===== src/rtl/fir_stim_gen.sv =====
// fir_stim_gen: on-chip test-signal source for the FIR datapath.
// Produces sine, square, sawtooth or LFSR-noise samples at a programmable
// sample rate, scales them by an unsigned gain with saturation and presents
// them on a valid/ready output. Usable in hardware as a built-in self-test
// stimulus.
module fir_stim_gen #(
    parameter int DATA_W     = 16,
    parameter int PHASE_W    = 24,
    parameter int LUT_ADDR_W = 8,
    parameter int DIV_W      = 16
) (
    input  logic                     clk,
    input  logic                     reset,
    input  logic                     enable,
    input  logic [1:0]               mode,
    input  logic [PHASE_W-1:0]       phase_inc,
    input  logic [DATA_W-1:0]        amplitude,
    input  logic [DIV_W-1:0]         div,
    output logic signed [DATA_W-1:0] out_data,
    output logic                     out_valid,
    input  logic                     out_ready,
    output logic                     overrun,
    output logic [31:0]              sample_count
);

    // ------------------------------------------------------------------
    // Constants
    // ------------------------------------------------------------------
    localparam int  LUT_DEPTH = 1 << LUT_ADDR_W;
    localparam int  PROD_W    = 2 * DATA_W + 1;
    localparam int  SINE_PEAK = (1 << (DATA_W - 1)) - 1;
    localparam real PI        = 3.14159265358979323846;

    localparam logic signed [DATA_W-1:0] SAT_MAX = {1'b0, {(DATA_W-1){1'b1}}};
    localparam logic signed [DATA_W-1:0] SAT_MIN = {1'b1, {(DATA_W-1){1'b0}}};
    // Square wave is symmetric: +peak / -peak, never the most negative code.
    localparam logic signed [DATA_W-1:0] SQ_POS  = SAT_MAX;
    localparam logic signed [DATA_W-1:0] SQ_NEG  = {1'b1, {(DATA_W-2){1'b0}}, 1'b1};

    localparam logic [31:0] LFSR_SEED = 32'hFFFF_FFFF;
    localparam logic [31:0] LFSR_MASK = 32'h8020_0003;

    // ------------------------------------------------------------------
    // Helper functions
    // ------------------------------------------------------------------

    // One sine table entry, round(peak * sin(2*pi*idx/depth)).
    // The angle is folded into the first quadrant so the Taylor series
    // only ever sees [0, pi/2], where 13 terms are far below one LSB of
    // error. Rounding is done on the magnitude, giving round-half-away
    // behaviour that is symmetric for negative entries.
    function automatic logic signed [DATA_W-1:0] sine_entry(input int idx);
        int   half_s;
        int   quarter_s;
        int   k_s;
        int   mag_s;
        logic neg_s;
        real  x_s;
        real  term_s;
        real  sum_s;
        half_s    = LUT_DEPTH / 2;
        quarter_s = LUT_DEPTH / 4;
        neg_s     = (idx >= half_s);
        k_s       = neg_s ? (idx - half_s) : idx;
        if (k_s > quarter_s) begin
            k_s = half_s - k_s;
        end
        x_s    = 2.0 * PI * $itor(k_s) / $itor(LUT_DEPTH);
        term_s = x_s;
        sum_s  = x_s;
        for (int n = 1; n < 14; n++) begin
            term_s = -term_s * x_s * x_s / $itor((2 * n) * (2 * n + 1));
            sum_s  = sum_s + term_s;
        end
        mag_s = $rtoi(sum_s * $itor(SINE_PEAK) + 0.5);
        if (mag_s > SINE_PEAK) begin
            mag_s = SINE_PEAK;
        end
        if (neg_s) begin
            return DATA_W'(-mag_s);
        end else begin
            return DATA_W'(mag_s);
        end
    endfunction

    // Right-shift Galois LFSR step.
    function automatic logic [31:0] lfsr_next(input logic [31:0] s);
        return (s >> 1) ^ (s[0] ? LFSR_MASK : 32'h0000_0000);
    endfunction

    // ------------------------------------------------------------------
    // Sine lookup table, fixed at elaboration
    // ------------------------------------------------------------------
    logic signed [DATA_W-1:0] sine_lut_s [LUT_DEPTH];

    for (genvar gi = 0; gi < LUT_DEPTH; gi++) begin : g_sine_lut
        localparam logic signed [DATA_W-1:0] ENTRY = sine_entry(gi);
        assign sine_lut_s[gi] = ENTRY;
    end

    // ------------------------------------------------------------------
    // State
    // ------------------------------------------------------------------
    logic [DIV_W-1:0]         div_cnt_r;
    logic [PHASE_W-1:0]       phase_r;
    logic [31:0]              lfsr_r;
    logic                     s1_valid_r;
    logic signed [DATA_W-1:0] s1_raw_r;
    logic [DATA_W-1:0]        s1_amp_r;

    // ------------------------------------------------------------------
    // Handshake / control
    // ------------------------------------------------------------------
    logic tick_s;
    logic stall_s;
    logic s1_load_s;
    logic drop_s;

    assign tick_s    = enable & (div_cnt_r == div);
    assign stall_s   = out_valid & ~out_ready;
    // Stage 1 can take a new sample if it is empty or is being drained now.
    assign s1_load_s = tick_s & (~s1_valid_r | ~stall_s);
    assign drop_s    = tick_s & s1_valid_r & stall_s;

    // ------------------------------------------------------------------
    // Raw waveform selection
    // ------------------------------------------------------------------
    logic [LUT_ADDR_W-1:0]    lut_addr_s;
    logic signed [DATA_W-1:0] raw_s;

    assign lut_addr_s = phase_r[PHASE_W-1 -: LUT_ADDR_W];

    // Select the un-scaled sample for the current phase and mode.
    always_comb begin
        raw_s = '0;
        case (mode)
            2'd0:    raw_s = sine_lut_s[lut_addr_s];
            2'd1:    raw_s = phase_r[PHASE_W-1] ? SQ_NEG : SQ_POS;
            2'd2:    raw_s = $signed(phase_r[PHASE_W-1 -: DATA_W]);
            2'd3:    raw_s = $signed(lfsr_r[DATA_W-1:0]);
            default: raw_s = '0;
        endcase
    end

    // ------------------------------------------------------------------
    // Amplitude scaling and saturation (feeds the output register)
    // ------------------------------------------------------------------
    logic signed [PROD_W-1:0] prod_s;
    logic signed [PROD_W-1:0] shifted_s;
    logic signed [DATA_W-1:0] scaled_s;

    // Multiply by the unsigned gain, drop the unity scale with a flooring
    // arithmetic shift, then clamp back into the output range.
    always_comb begin
        prod_s    = PROD_W'(s1_raw_r) * PROD_W'($signed({1'b0, s1_amp_r}));
        shifted_s = prod_s >>> (DATA_W - 1);
        if (shifted_s > PROD_W'(SAT_MAX)) begin
            scaled_s = SAT_MAX;
        end else if (shifted_s < PROD_W'(SAT_MIN)) begin
            scaled_s = SAT_MIN;
        end else begin
            scaled_s = shifted_s[DATA_W-1:0];
        end
    end

    // ------------------------------------------------------------------
    // Sequential logic
    // ------------------------------------------------------------------

    // Sample-rate divider: counts 0..div while enabled, parked at 0 otherwise.
    always_ff @(posedge clk) begin
        if (reset) begin
            div_cnt_r <= '0;
        end else if (!enable) begin
            div_cnt_r <= '0;
        end else if (div_cnt_r >= div) begin
            div_cnt_r <= '0;
        end else begin
            div_cnt_r <= div_cnt_r + DIV_W'(1);
        end
    end

    // Stage 1: capture raw sample and gain on an accepted tick; phase and
    // LFSR advance only then, so a dropped tick leaves the waveform intact.
    always_ff @(posedge clk) begin
        if (reset) begin
            s1_valid_r <= 1'b0;
            s1_raw_r   <= '0;
            s1_amp_r   <= '0;
            phase_r    <= '0;
            lfsr_r     <= LFSR_SEED;
        end else if (s1_load_s) begin
            s1_valid_r <= 1'b1;
            s1_raw_r   <= raw_s;
            s1_amp_r   <= amplitude;
            phase_r    <= phase_r + phase_inc;
            lfsr_r     <= lfsr_next(lfsr_r);
        end else if (!stall_s) begin
            s1_valid_r <= 1'b0;
        end else begin
            s1_valid_r <= s1_valid_r;
        end
    end

    // Sticky overrun flag: set whenever a tick finds no room in the pipe.
    always_ff @(posedge clk) begin
        if (reset) begin
            overrun <= 1'b0;
        end else if (drop_s) begin
            overrun <= 1'b1;
        end else begin
            overrun <= overrun;
        end
    end

    // Stage 2 / output register: advances unless the consumer is stalling.
    always_ff @(posedge clk) begin
        if (reset) begin
            out_valid <= 1'b0;
            out_data  <= '0;
        end else if (!stall_s) begin
            out_valid <= s1_valid_r;
            if (s1_valid_r) begin
                out_data <= scaled_s;
            end else begin
                out_data <= out_data;
            end
        end else begin
            out_valid <= out_valid;
            out_data  <= out_data;
        end
    end

    // Count samples handed to the consumer; wraps naturally at 2^32.
    always_ff @(posedge clk) begin
        if (reset) begin
            sample_count <= '0;
        end else if (out_valid && out_ready) begin
            sample_count <= sample_count + 32'd1;
        end else begin
            sample_count <= sample_count;
        end
    end

endmodule


===== config.mk =====
export PLATFORM = sky130hd
export DESIGN_NAME = fir_stim_gen
export DESIGN_NICKNAME = d
export VERILOG_FILES = /design/src/rtl/fir_stim_gen.sv
export SDC_FILE = /design/constraint.sdc
export NUM_CORES = 1
export LEC_CHECK = 0
export ABC_CLOCK_PERIOD_IN_PS = 6100
export BUFFER_PORTS_ARGS = -buffer_cell sky130_fd_sc_hd__clkbuf_2
export CORE_UTILIZATION = 35
export CTS_CLUSTER_SIZE = 8
export DETAILED_ROUTE_END_ITERATION = 10
export SETUP_SLACK_MARGIN = 0.5
export SKIP_LAST_GASP = 1
export SLEW_MARGIN = 10
export SYNTH_ARGS = -nofsm -noshare
export SYNTH_HDL_FRONTEND = slang
export SYNTH_SLANG_ARGS = --single-unit
export TNS_END_PERCENT = 100

===== constraint.sdc =====
create_clock -name clk -period 6.1 [get_ports clk]
set_clock_uncertainty 0.05 [all_clocks]
set_input_delay 0.915 -clock clk [delete_from_list [all_inputs] [get_ports clk]]
set_output_delay 0.915 -clock clk [all_outputs]
set_load 0.01 [all_outputs]

### After elaboration in Yosys (flattened, before gate mapping)

Memory sizes are Yosys's and may differ from the RTL's.
Index checks and enable logic that the tools add are counted.

* memories: 1
* bits of input ports: 62
* memory bits (read-only): 4096
* register bits after elaboration: 155
* word-level logic and storage cells: 49
* output and inout bits: 50

Memory list
* (no name shown): depth 256, bits a word 16, read ports 1, clocked after Yosys merged registers in 0, wr ports 0, line 137 `2'd0: raw_s = sine_lut_s[lut_addr_s];`

* reduce and logical (&&, ||, !) cells: 4
* eq/ne operators: 5
* bitwise logic cells: 12
* multipliers: 1
* multiplexer cells: 9
* order comparisons: 4
* add/sub/neg operators: 3

Operator list (number)
* 16-bit 2-to-1 mux: 5
* 16-bit case mux with 4 select lines: 1
* 16-bit by 17-bit multiplier with 33-bit output: 1
* 32-bit by 1-bit adder with 32-bit output, second input constant: 1
* 32-bit 2-to-1 mux: 1
* 31-bit by 32-bit bitwise XOR with 32-bit output: 1
* 24-bit adder: 1
* 18-bit by 16-bit greater-than comparator with 1-bit output, second input constant: 1
* 18-bit by 16-bit less-than comparator with 1-bit output, second input constant: 1
* 16-bit by 1-bit adder with 16-bit output, second input constant: 1
* 16-bit equality test: 1
* 16-bit greater-or-equal comparator: 1
* 9-bit greater-or-equal comparator, second input constant: 1
* 8-bit NOT with 9-bit output: 1
* 1-bit AND: 5
* 2-bit equality test, second input constant: 2
* 1-bit NOT: 4
* 3-bit OR reduction: 1
* 2-bit by 1-bit equality test with 1-bit output, second input constant: 1
* 2-bit logical NOT: 1
* 1-bit 2-to-1 mux: 2
* 2-bit by 1-bit != test with 1-bit output, second input constant: 1
* 2-bit AND reduction: 1
* 1-bit logical AND: 1
* 1-bit OR: 1

### Depth between registers and ports, before layout

Gate-level depths: netlist of the first run.

* depth after elaboration: 6
* gate-level depth with buffers: 26

### Worst setup path before layout of the first run

No wires, ideal clock.

* kind: register -> register
* start: reg s1_raw_r[9]
* end: reg out_data[4]
* slack: -390 ps
* library setup time: 79 ps
* path buffers: 3
* stages on the path, launching flop included: 26
* data arrival time: 6361 ps
* path through: dfxtp_1 clkbuf_1 clkbuf_1 nand2_1 fa_1 inv_1 fa_1 inv_1 fa_1 inv_1 fa_1 fa_1 inv_1 fa_1 inv_1 ha_1 nand2_1 nor2_1 and3_1 a211o_1 a31o_4 mux2i_1 a21oi_1 clkbuf_1 o21ai_0 a211oi_2

* cells in the longest elaborated chain, start to end: 4

RTL lines
* start, declared: line 108 `logic signed [DATA_W-1:0] s1_raw_r;`
* start signal, assigned: line 194 `s1_raw_r <= raw_s;`
* 16-bit by 17-bit multiplier with 33-bit output *: line 155 `prod_s = PROD_W'(s1_raw_r) * PROD_W'($signed({1'b0, s1_amp_r}));`
* 18-bit by 16-bit less-than comparator with 1-bit output: line 159 `end else if (shifted_s < PROD_W'(SAT_MIN)) begin`
* 16-bit 2-to-1 mux: line 159
* 16-bit 2-to-1 mux *: line 157 `if (shifted_s > PROD_W'(SAT_MAX)) begin`
* end signal, assigned: line 224 `out_data <= scaled_s;`
* end signal, assigned: line 226 `out_data <= out_data;`
* end signal, assigned: line 230 `out_data <= out_data;`
* end, declared: line 19 `output logic signed [DATA_W-1:0] out_data,`

Mark *: on every way between the ends. The rest lies on a longest branch, timed or not.
A chain may end at the register's enable or synchronous reset.

### Worst setup path after layout of the first run

* start: reg s1_raw_r[5]
* end: reg out_data[7]

Same word-level chain as after synthesis.

==> results of run 1 <==
[worst max-delay path, stage by stage, from the launching register on]
cell	delay (ps)
dfxtp_4	390
buf_4	170
and2_1	170
fa_1	510
inv_2	40
fa_2	440
fa_2	540
inv_2	30
fa_1	450
fa_1	490
inv_1	50
fa_1	530
inv_1	70
ha_4	160
a211o_1	220
o211ai_1	100
a21oi_2	100
a211o_4	350
a31o_4	250
or4_4	440
nand3_4	120
buf_12	120
buf_12	110
o21ai_2	60
a211oi_2	200
[stage by stage]
step | TNS [ps] | util (%) | hold slack, ps
3_5_place_dp | -6956 | 39.48 | 401.5
3_3_place_gp | -4359 | 39.48 | 394.5
5_1_grt | -5018 | 41.67 | 435.2
2_1_floorplan | 0 | - | 385.3
4_1_cts | -2193 | 41.06 | 413.0
6_report | -2111 | 41.67 | 412.6
[cell families (layout without fill, tap and decap cells)]
| logic type | after synthesis | in the layout | share of synthesized area (%) |
|---|---|---|---|
| buffers and inverters | 450 | 597 | 8.297 |
| XOR/XNOR | 78 | 78 | 3.311 |
| multiplexers | 17 | 17 | 1.274 |
| adder cells (fa/ha/maj) | 375 | 375 | 29.80 |
| AND/OR/NAND/NOR | 1008 | 1009 | 23.26 |
| flip-flops | 155 | 155 | 15.04 |
| AO/OA/AOI/OAI | 597 | 597 | 19.01 |
[routing by layer]
metal / wire (um) / part of all wire, % / vias up
li1: - / - / 9339
met1: 30950 / 43 / 9852
met2: 32990 / 46 / 837
met3: 5647 / 7.8 / 153
met4: 2640 / 3.7 / 0
met5: 0 / 0 / -
[layout by cell type (no fill, tap or decap), drive strengths merged, types with 39 or more instances in the layout]
cell    count
inv       284
nand3      59
fa        194
a211oi     46
buf       177
clkbuf    129
dfxtp     155
xor2       41
nor2b      39
a21oi     170
nor3       41
and2      122
nor2      192
nand2     401
ha        181
o21ai     141
[area by class of cell]
cell class	instances	area [um2]	share of cell area, %
clock buffers	17	425.4	1.763
clock inverters	15	171.4	0.7103
inverters	276	1036	4.293
multi-input cells	2076	16290	67.50
flip-flops and latches	155	3192	13.23
well taps	765	957.2	3.966
repair buffers	289	2062	8.545
[path summary, 6_finish.rpt]
path	from	endpoint	cells after the start
worst min register to register	phase_r[4]$_SDFFE_PP0P_	phase_r[4]$_SDFFE_PP0P_	2
worst min-delay path	phase_r[4]$_SDFFE_PP0P_	phase_r[4]$_SDFFE_PP0P_	2
worst max register to register	s1_raw_r[5]$_SDFFE_PP0P_	out_data[7]$_SDFFE_PP0P_	24
worst max-delay path	s1_raw_r[5]$_SDFFE_PP0P_	out_data[7]$_SDFFE_PP0P_	24
[power by group]
group / switching [mW] / internal, mW / leakage [nW]
logic: 0.0624 / 0.0418 / 9.54
clock network: 0.550 / 0.554 / 0.289
registers: 0.000870 / 1.00 / 1.27
[flip-flops by register name, indices dropped and copies added (netlist names), 16 cells and up]
name,count
out_data,16
lfsr_r,32
phase_r,24
s1_amp_r,16
sample_count,32
div_cnt_r,16
s1_raw_r,16
[repair_timing]
action	CTS	global route
endpoints found under the setup margin	16	16
resized for setup	63	64
pin swaps	23	50
gates cloned	2	0
buffers inserted	11	12
hold buffers	0	0
==> flow_summary.ini, run 1 <==
[die]
dieArea_um2 = 59920
io_pins = 112
die_x_um = 244.8
start_util_pct = 35.62
die_y_um = 244.8
coreArea_um2 = 57920
rows = 88

[timing]
rsz0062_at_grt = true
worst_pin_slew_ps = 1323
fmax_ghz = 0.1594
hold_viol_final = 0
finalCritPeriodShare_pct = 102.9
slew_viol_final = 0
setup_ws_ps = -175.4
fin_crit_ps = 6275
setup_viol = 16
slew_headroom_pct = 11.60

[synth]
async_flop_share_pct = 0
synthesis.nets = 3117
yosysSeqAreaShare_pct = 15.04
yosysWarnings = 0
synth.most_common_cell = nand2_1
synthCells = 2680
synth.distinct_cells = 76
avgSynthCellArea_um2 = 7.698
synthTopCellsByCount = nand2_1 (401), inv_1 (275), fa_1 (194), nor2_1 (192), ha_1 (181)
ys_seq_elements = 155
synth_top_area_share_pct = 18.83
ys.flop_type = dfxtp_1
synth.cell_area_um2 = 20630
synth-edff-count = 0
yosys.area.top_type = fa_1
synth_area_leaders = fa_1 (19%), dfxtp_1 (15%), ha_1 (11%), nand2_1 (7.3%), inv_1 (5.0%)

[setup_path]
reg2reg_slack_ps = -180
start_kind = flop
crit_type = reg -> reg
end_kind = flop
arrival_ps = 6570
worstPathMaxFanout = 7
cp.required_ps = 6400

[final_layout]
stdcell_count = 3593
fin_nets = 3252
n_antenna_cell = 0
design_area_um2 = 24130
area_growth_pct = 16.98
nFillCells = 5881
drive_gt1_share_pct = 17.08

[clock_tree]
clk_pin_slew_worst_paths_ps = 80
cts_root_buffer = clkbuf_16
clk_latency_ps = 450
cts.sinks = 155
cts_tree = built
h-tree-depth = 4
cts_buffers = 17
cts_buffer_depth = 2

[placed_design]
gp_congestion = 0.9731
placed_cells = 3536
post-dp-hpwl_mm = 54.28
port-buffer-count = 111
dp_slack_ps = -460.2
place_area_um2 = 22870

[drt]
drc = 0
totalWireLength_mm = 72.23
vias = 20181
ant_nets = 0
wl_per_cell_um = 20.10
vias_per_cell = 5.617
drt-initial-drc-count = 1825
dr.pass1.iters = 6

[pwr]
leakagePower_nw = 11.10
ir_drop_mv = 0.1679
power_density_nw_per_um2 = 91.68
totalPowerFinal_mw = 2.212

[flow_run]
maxCapViolCount = 0

[global_routing]
grt.busiest_layer = met2
grt_pass1_wl_mm = 113.1
antenna_found_initial = 0
grtUsageMet1_pct = 31.81
grt_usage_pct = 23.89
grt_use_met3_pct = 4.045
grt_max_degree = 83
first_global_vias = 20245
grtUsageMet2_pct = 38.42
overflow = 0

[run_status]
violations = negative setup slack
status = finished with violations

[hold_path]
hold_path_class = reg -> reg
Note: power is estimated with default switching activity, not from simulation.
==> run 2: changes to the inputs <==
- ABC_CLOCK_PERIOD_IN_PS: 6100 -> 8070
- clock period: 6.1 -> 8.07 ns (I/O delays scaled with it)
==> flow_summary.ini, run 2 (same netlist as run 1, synthesis figures left out) <==
[timing]
setup_viol = 0
slew_viol_final = 0
finalSetupTns_ps = 0
fin_crit_ps = 7199
finalCritPeriodShare_pct = 89.20
rsz0062_at_grt = false
slew_headroom_pct = 18.31
hold_viol_final = 0
worst_pin_slew_ps = 1221
fmax_ghz = 0.1389

[global_routing]
grt_max_degree = 83
overflow = 0
grt_usage_pct = 22.55
first_global_vias = 19524
antenna_found_initial = 1
grt_pass1_wl_mm = 107.5

[hold_path]
hold_path_class = reg -> reg
min_to = phase_r[6]$_SDFFE_PP0P_
min_from = phase_r[6]$_SDFFE_PP0P_
min_path_cells = 2

[flow_run]
maxCapViolCount = 0

[drt]
drc = 0
ant_nets = 0
dr.pass1.iters = 6
vias_per_cell = 5.657
totalWireLength_mm = 67.36
drt-initial-drc-count = 1671
wl_per_cell_um = 19.56
vias = 19482

[die]
die_x_um = 244.8
die_y_um = 244.8
start_util_pct = 35.62
rows = 88
dieArea_um2 = 59920
coreArea_um2 = 57920
io_pins = 112

[placed_design]
post-dp-hpwl_mm = 50.03
gp_congestion = 0.9806
port-buffer-count = 111

[clock_tree]
cts_resized = 0
ctsHoldBuffers = 0
cts_buffers = 17
clk_latency_ps = 450
cts_root_buffer = clkbuf_16
postCtsSetupBuffers = 0
cts.sinks = 155
h-tree-depth = 4
clk_pin_slew_worst_paths_ps = 70
cts_tree = built
cts_buffer_depth = 2

[setup_path]
start_kind = flop
worstPathMaxFanout = 17
rr_worst_depth = 22
arrival_ps = 7430
crit_type = reg -> reg
cp.required_ps = 8300
cpMaxStageDelayCell = dfxtp_1
critPathMaxStageDelay_ps = 730
path_common_cell = fa_1
crit_path_start = s1_amp_r[5]$_SDFFE_PP0P_
reg2reg_slack_ps = 870
end_kind = flop
timing.rr.start = s1_amp_r[5]$_SDFFE_PP0P_
path_cells = nand2_1, fa_1, inv_1, fa_1, inv_1, fa_1, inv_1, fa_1, fa_1, inv_1, fa_1, inv_1, ha_1, a21oi_1, o21ai_0, a211oi_1, nor4b_1, nor3_1, xor2_1, nand3_1, a21boi_4, a211oi_1
crit-reg2reg-capture = out_data[0]$_SDFFE_PP0P_

[pwr]
power_density_nw_per_um2 = 74.65
totalPowerFinal_mw = 1.666
ir_drop_mv = 0.1129
leakagePower_nw = 10.24

[final_layout]
fin_nets = 3104
drive_gt1_share_pct = 8.175
n_antenna_cell = 0
layout_common_cells = nand2_1 (400), inv_1 (275), fa_1 (194)
area_growth_pct = 8.194
final_common_cell = nand2_1
reg.largest.list = lfsr_r: 32 flops, sample_count: 32 flops, phase_r: 24 flops

[run_status]
status = finished, final reports clean
run 2: area by class of cell:
type,instances,area [um2]
Sequential cell,155,3113
Inverter,276,1036
Timing Repair Buffer,142,790.8
Multi-Input combinational cell,2075,15840
Tap cell,765,957.2
Clock inverter,13,156.4
Fill cell,6025,35600
Clock buffer,18,429.2
run 2: power breakdown:
part           switching [mW]  leakage, nW  internal (mW)
sequential           0.000589         1.25          0.764
clock                   0.360        0.280          0.463
combinational          0.0470         8.71         0.0319
total                   0.407         10.2           1.26
run 2: worst max-delay path by stage:
stage                                end  slack (ps)  cells after the start
2_1_floorplan   out_data[4]$_SDFFE_PP0P_        1580                     25
3_3_place_gp   out_data[10]$_SDFFE_PP0P_         830                     22
3_5_place_dp   out_data[10]$_SDFFE_PP0P_         650                     22
4_1_cts        out_data[10]$_SDFFE_PP0P_         620                     22
5_1_grt         out_data[3]$_SDFFE_PP0P_         490                     22
6_report        out_data[0]$_SDFFE_PP0P_         870                     22
run 2: critical path: cells and delay by family, from the launching register on:
kind	cells	cell delay [ps]
fa+ha+maj	7	3420
compound gates	5	1540
simple gates	4	780
flops	1	730
buf+inv	5	260
xor+xnor	1	250
run 2: per-stage QoR:
stage	instances	utilization (%)	worst slack (ps)	hold WS [ps]	cell area (um2)
global placement	3413	37.52	828.2	392.9	21730
floorplan	2680	-	1580	385.3	20630
detailed placement	3413	37.52	645.6	402.5	21730
CTS	3444	38.53	619.0	412.1	22320
global route	3444	38.54	494.1	432.4	22320
finish	3444	38.54	871.2	407.5	22320
run 2: layer usage:
layer  wire length (um)  share of wire (%)  vias up  GRT usage, %
li1                   -                  -     9030             -
met1              28400                 42     9427         29.24
met2              30470                 45      839         36.38
met3               5514                8.2      184         4.330
met4               2962                4.4        2         9.724
met5                 13              0.019        -             0
